--- src/rtl/pixel_seq_ctrl.sv ---
// pixel_seq_ctrl: frame sequencer for a 4-pixel sensor array.
// Runs erase -> expose -> convert (256-step ramp) -> read12 -> read34
// per frame and holds an adjustable exposure setting.
// Ports:
//   clk, reset (async, active-high)
//   start, exp_inc, exp_dec   : frame request and exposure adjust
//   erase, expose, convert,
//   read12, read34            : one-hot pixel array strobes
//   adc_count[7:0]            : ramp value during convert
//   exp_time[4:0]             : current exposure length in cycles
//   busy, frame_done          : status
// Option: define AUTO_REPEAT_EN to loop frames continuously after one
// start; exposure adjusts are then taken in the frame_done cycle.
module pixel_seq_ctrl #(
    parameter int ERASE_CYCLES = 5,
    parameter int EXP_DEFAULT  = 16,
    parameter int EXP_MIN      = 2,
    parameter int EXP_MAX      = 30,
    parameter int READ_CYCLES  = 1
) (
    input  logic       clk,
    input  logic       reset,
    input  logic       start,
    input  logic       exp_inc,
    input  logic       exp_dec,
    output logic       erase,
    output logic       expose,
    output logic       convert,
    output logic       read12,
    output logic       read34,
    output logic [7:0] adc_count,
    output logic [4:0] exp_time,
    output logic       busy,
    output logic       frame_done
);

    localparam logic [2:0] S_IDLE    = 3'd0;
    localparam logic [2:0] S_ERASE   = 3'd1;
    localparam logic [2:0] S_EXPOSE  = 3'd2;
    localparam logic [2:0] S_CONVERT = 3'd3;
    localparam logic [2:0] S_READ12  = 3'd4;
    localparam logic [2:0] S_READ34  = 3'd5;

    localparam logic [15:0] ERASE_LAST = 16'(ERASE_CYCLES - 1);
    localparam logic [15:0] READ_LAST  = 16'(READ_CYCLES - 1);
    localparam logic [4:0]  EXP_DEF_V  = 5'(EXP_DEFAULT);
    localparam logic [4:0]  EXP_MIN_V  = 5'(EXP_MIN);
    localparam logic [4:0]  EXP_MAX_V  = 5'(EXP_MAX);

    logic [2:0]  state;
    logic [15:0] cnt;
    logic [15:0] exp_last;
    logic        adj_window;

    assign exp_last = {11'd0, exp_time} - 16'd1;

    // Window in which exposure adjust requests are accepted.
`ifdef AUTO_REPEAT_EN
    assign adj_window = frame_done;
`else
    assign adj_window = (state == S_IDLE);
`endif

    always_ff @(posedge clk or posedge reset) begin
        if (reset) begin
            state      <= S_IDLE;
            cnt        <= 16'd0;
            adc_count  <= 8'd0;
            exp_time   <= EXP_DEF_V;
            frame_done <= 1'b0;
        end else begin
            frame_done <= 1'b0;
            cnt        <= cnt + 16'd1;

            // Simultaneous inc and dec cancel out.
            if (adj_window && (exp_inc != exp_dec)) begin
                if (exp_inc && exp_time < EXP_MAX_V)
                    exp_time <= exp_time + 5'd1;
                else if (exp_dec && exp_time > EXP_MIN_V)
                    exp_time <= exp_time - 5'd1;
            end

            case (state)
                S_IDLE: begin
                    cnt <= 16'd0;
                    if (start)
                        state <= S_ERASE;
                end
                S_ERASE: begin
                    if (cnt == ERASE_LAST) begin
                        state <= S_EXPOSE;
                        cnt   <= 16'd0;
                    end
                end
                S_EXPOSE: begin
                    if (cnt == exp_last) begin
                        state     <= S_CONVERT;
                        cnt       <= 16'd0;
                        adc_count <= 8'd0;
                    end
                end
                S_CONVERT: begin
                    // The ramp itself times the phase; it saturates at
                    // 255 and holds until the next convert entry.
                    if (adc_count == 8'hFF) begin
                        state <= S_READ12;
                        cnt   <= 16'd0;
                    end else begin
                        adc_count <= adc_count + 8'd1;
                    end
                end
                S_READ12: begin
                    if (cnt == READ_LAST) begin
                        state <= S_READ34;
                        cnt   <= 16'd0;
                    end
                end
                S_READ34: begin
                    if (cnt == READ_LAST) begin
                        frame_done <= 1'b1;
                        cnt        <= 16'd0;
`ifdef AUTO_REPEAT_EN
                        state      <= S_ERASE;
`else
                        state      <= S_IDLE;
`endif
                    end
                end
                default: begin
                    state <= S_IDLE;
                    cnt   <= 16'd0;
                end
            endcase
        end
    end

    // Moore decode straight from the state register.
    assign erase   = (state == S_ERASE);
    assign expose  = (state == S_EXPOSE);
    assign convert = (state == S_CONVERT);
    assign read12  = (state == S_READ12);
    assign read34  = (state == S_READ34);
    assign busy    = (state != S_IDLE);

endmodule

--- config.mk ---
export PLATFORM = sky130hd
export DESIGN_NAME = pixel_seq_ctrl
export DESIGN_NICKNAME = d
export VERILOG_FILES = /design/src/rtl/pixel_seq_ctrl.sv
export SDC_FILE = /design/constraint.sdc
export NUM_CORES = 1
export LEC_CHECK = 0
export CORE_MARGIN = 2
export CORE_UTILIZATION = 55
export DETAILED_ROUTE_END_ITERATION = 8
export PLACE_DENSITY = 0.79
export SKIP_CTS_REPAIR_TIMING = 1
export SYNTH_ARGS = -nofsm -noshare
export SYNTH_HDL_FRONTEND = slang
export SYNTH_SLANG_ARGS = --single-unit
--- constraint.sdc ---
create_clock -name clk -period 2.2 [get_ports clk]
set_input_delay 0.22 -clock clk [delete_from_list [all_inputs] [get_ports clk]]
set_output_delay 0.22 -clock clk [all_outputs]
set_load 0.01 [all_outputs]
==> impl_metrics.ini <==
[layout]
mostFrequentLayoutCell = dfrtp_1
layout_common_cells = dfrtp_1 (31), clkdlybuf4s50_1 (24), nor3_1 (21), xnor2_1 (20), nand2_1 (18)
layout.nets = 260
drive_above_1_share_pct = 14.5
design_area_sq_um = 2550
post-route-util_pct = 70.6
diodes = 0
fill_cells = 269
syn2layout_area_growth_pct = 25.6

[detailed_routing]
post_drt_wl_per_cell_microns = 13.8
drt-pass1-iter-count = 5
drc = 0
ant_nets = 0
drt-initial-drc-count = 154
vias = 1653
via_per_inst = 5.58
routed_wirelength_microns = 4080

[timing]
setup_slack_ns = 0.103
period_share_pct = 95.3
hold_violations = 0
worst_pin_slew_ns = 0.580
finalClockSkew_ns = 0.00372
grt_setup_unrepaired = no
fin_setup_tns_ns = 0
max_clock_freq_mhz = 477
final.min_clock_period_ns = 2.10
slew_headroom_pct = 61.0
slew_viol_final = 0
finalSetupViolCount = 0

[logic_synthesis]
synth_top_area_share_pct = 39.5
synth_area_leaders = dfrtp_1 (39%), xnor2_1 (8.6%), nor3_1 (5.2%)
synth_area_sq_um = 2030
synth_seq_cells = 33
async_reset_ff_share_pct = 100
yosys.area.top_type = dfrtp_1
ys_types = 44
seq_area_frac_synth_pct = 40.8
synth_ff_type = dfrtp_1
synth_edf_count = 0
synth_nets = 222
ys.warnings.count = 0
syn_area_per_cell_sq_um = 9.70
netlist_instances = 209

[worst_setup_path]
worst_setup_path_end_kind = flip-flop
crit_fanout = 9
r2r-start = exp_time[3]
path_cells = or3_4, nor3_4, mux2i_2, buf_4, nor3b_4, buf_4, a211o_1
path_class = reg2reg
timing.critical_path.mode_cell = buf_4
crit_path_max_incr_delay_ns = 0.47
arrival_ns = 2.27
reg2reg_slack_ns = 0.10
cp.required_ns = 2.38
reg2reg_to = state[0]
ff2ff_path_depth = 7
critical-path-slowest-cell = dfrtp_1
start_kind = flip-flop
cpLargestDelayFamily = simple AND/OR/NAND/NOR gates
cp_num_buf_inv = 2

[min_path]
hold_class = in2async

[global_routing]
grt_pass1_wl_microns = 7250
first_global_vias = 1588
grt_usage_pct = 22.6
antenna_found_initial = 0
grt_max_degree = 34
grt_overflow = 0

[power]
combPwrFrac_pct = 50.5
finalPower_w = 0.00322
power.switching_w = 0.00120
p_per_area_nw_per_um2 = 1260
p_leak_nw = 1.06
ir_drop_uv = 676
clockPowerShare_pct = 21.1
netSwitchingFraction_pct = 37.4
power.internal_w = 0.00201
power_frac_seq_pct = 28.4

[cts]
worstSkewPairLatency_ns = 0.29
clock_sinks = 33
cts_made_buffers = 5
tritoncts = done
cts-root-buf = clkbuf_8
htree_levels = 2
clk_pin_slew_ns = 0.07
clk_path_buf_depth = 2

[placed_design]
dp_hpwl_microns = 2910
routabilityCongestion = 0.813
post-place-ws_ns = 0.0902
dpl_cell_area_sq_um = 2380
io_buffers = 24

[floorplanning]
rows = 22
dieArea_sq_um = 4190
fp.dieW_microns = 64.7
die_height_microns = 64.7
initial_core_util_pct = 56.2
coreArea_sq_um = 3610
io_pins = 25

[job]
drv_cap = 0

[outcome]
status = completed
==> synth_stat cells (all sizes together) (2+ instances only) <==
| cell type | n |
|---|---|
| nand4 | 7 |
| xor2 | 12 |
| xnor2 | 20 |
| o21ai | 6 |
| nor4 | 6 |
| or3 | 3 |
| and3 | 3 |
| nor3b | 3 |
| dfrtp | 32 |
| nor2 | 18 |
| nand3 | 7 |
| ha | 7 |
| buf | 5 |
| a21o | 3 |
| nand2 | 19 |
| inv | 7 |
| and4 | 2 |
| nor3 | 23 |
| a21oi | 7 |
| nand2b | 2 |
| and2 | 2 |
==> sequential cells by signal, summed over array words and instances, names as in the netlist <==
register    count
cnt            16
adc_count       8
exp_time        5
state           3
frame_done      1
==> logic make-up (layout without fill, tap and decap cells) <==
| group | count (synthesis) | in the layout | synth area share (%) |
|---|---|---|---|
| fa+ha+maj | 8 | 8 | 5.31 |
| buf+inv | 13 | 52 | 3.33 |
| simple gates | 97 | 97 | 26.0 |
| xor+xnor | 32 | 32 | 13.8 |
| flops | 33 | 33 | 40.8 |
| compound gates | 24 | 24 | 9.50 |
| mux | 2 | 2 | 1.23 |
==> power groups by stage <==
stage / registers (W) / clock network (W) / logic, W
finish: 0.000915 / 0.000679 / 0.00162
global route: 0.000941 / 0.000720 / 0.00181
CTS: 0.000905 / 0.000696 / 0.00159
detailed placement: 0.000916 / 0 / 0.00159
global placement: 0.000906 / 0 / 0.00155
floorplan: 0.000917 / 0 / 0.00105
==> layer usage <==
layer  vias to the layer above  GRT usage (%)  share of wire (%)
li1                        812              -                  -
met1                       798           29.7                 47
met2                        37           36.5                 48
met3                         6           6.25                3.6
met4                         0           6.91                1.1
met5                         -              0                  0
==> how the worst max path moves through the flow <==
stage	start	to	slack, ns	cells past startpoint
after CTS	state[0]	expose	0.02	3
after global placement	exp_inc	exp_time[4]	0.17	8
after global routing	exp_time[1]	cnt[7]	0.02	8
final	exp_time[3]	state[0]	0.10	7
after detailed placement	exp_inc	exp_time[4]	0.09	8
after floorplan	exp_time[0]	cnt[11]	0.21	8
==> through the flow <==
stage               std cells  hold slack, ns
floorplan                 209           0.348
global placement          286           0.504
detailed placement        286           0.525
CTS                       294           0.330
global route              296           0.353
finish                    296           0.323
==> layout make-up <==
cell class                 count  area, sq um  share of cell area (%)
multi-input combinational    163         1150                    45.1
sequential                    33          828                    32.5
timing repair buffer          37          350                    13.8
clock buffer                   5         68.8                    2.70
clock inverter                 3         65.1                    2.55
tap                           48         60.1                    2.36
inverter                       7         26.3                    1.03
==> worst reg2reg max path, stage by stage, from the launching register on <==
cell and delay (ns):
dfrtp_1 0.47, or3_4 0.43, nor3_4 0.17, mux2i_2 0.31, buf_4 0.17, nor3b_4 0.04, buf_4 0.17, a211o_1 0.23
Note: power is estimated with default switching activity, not from simulation.
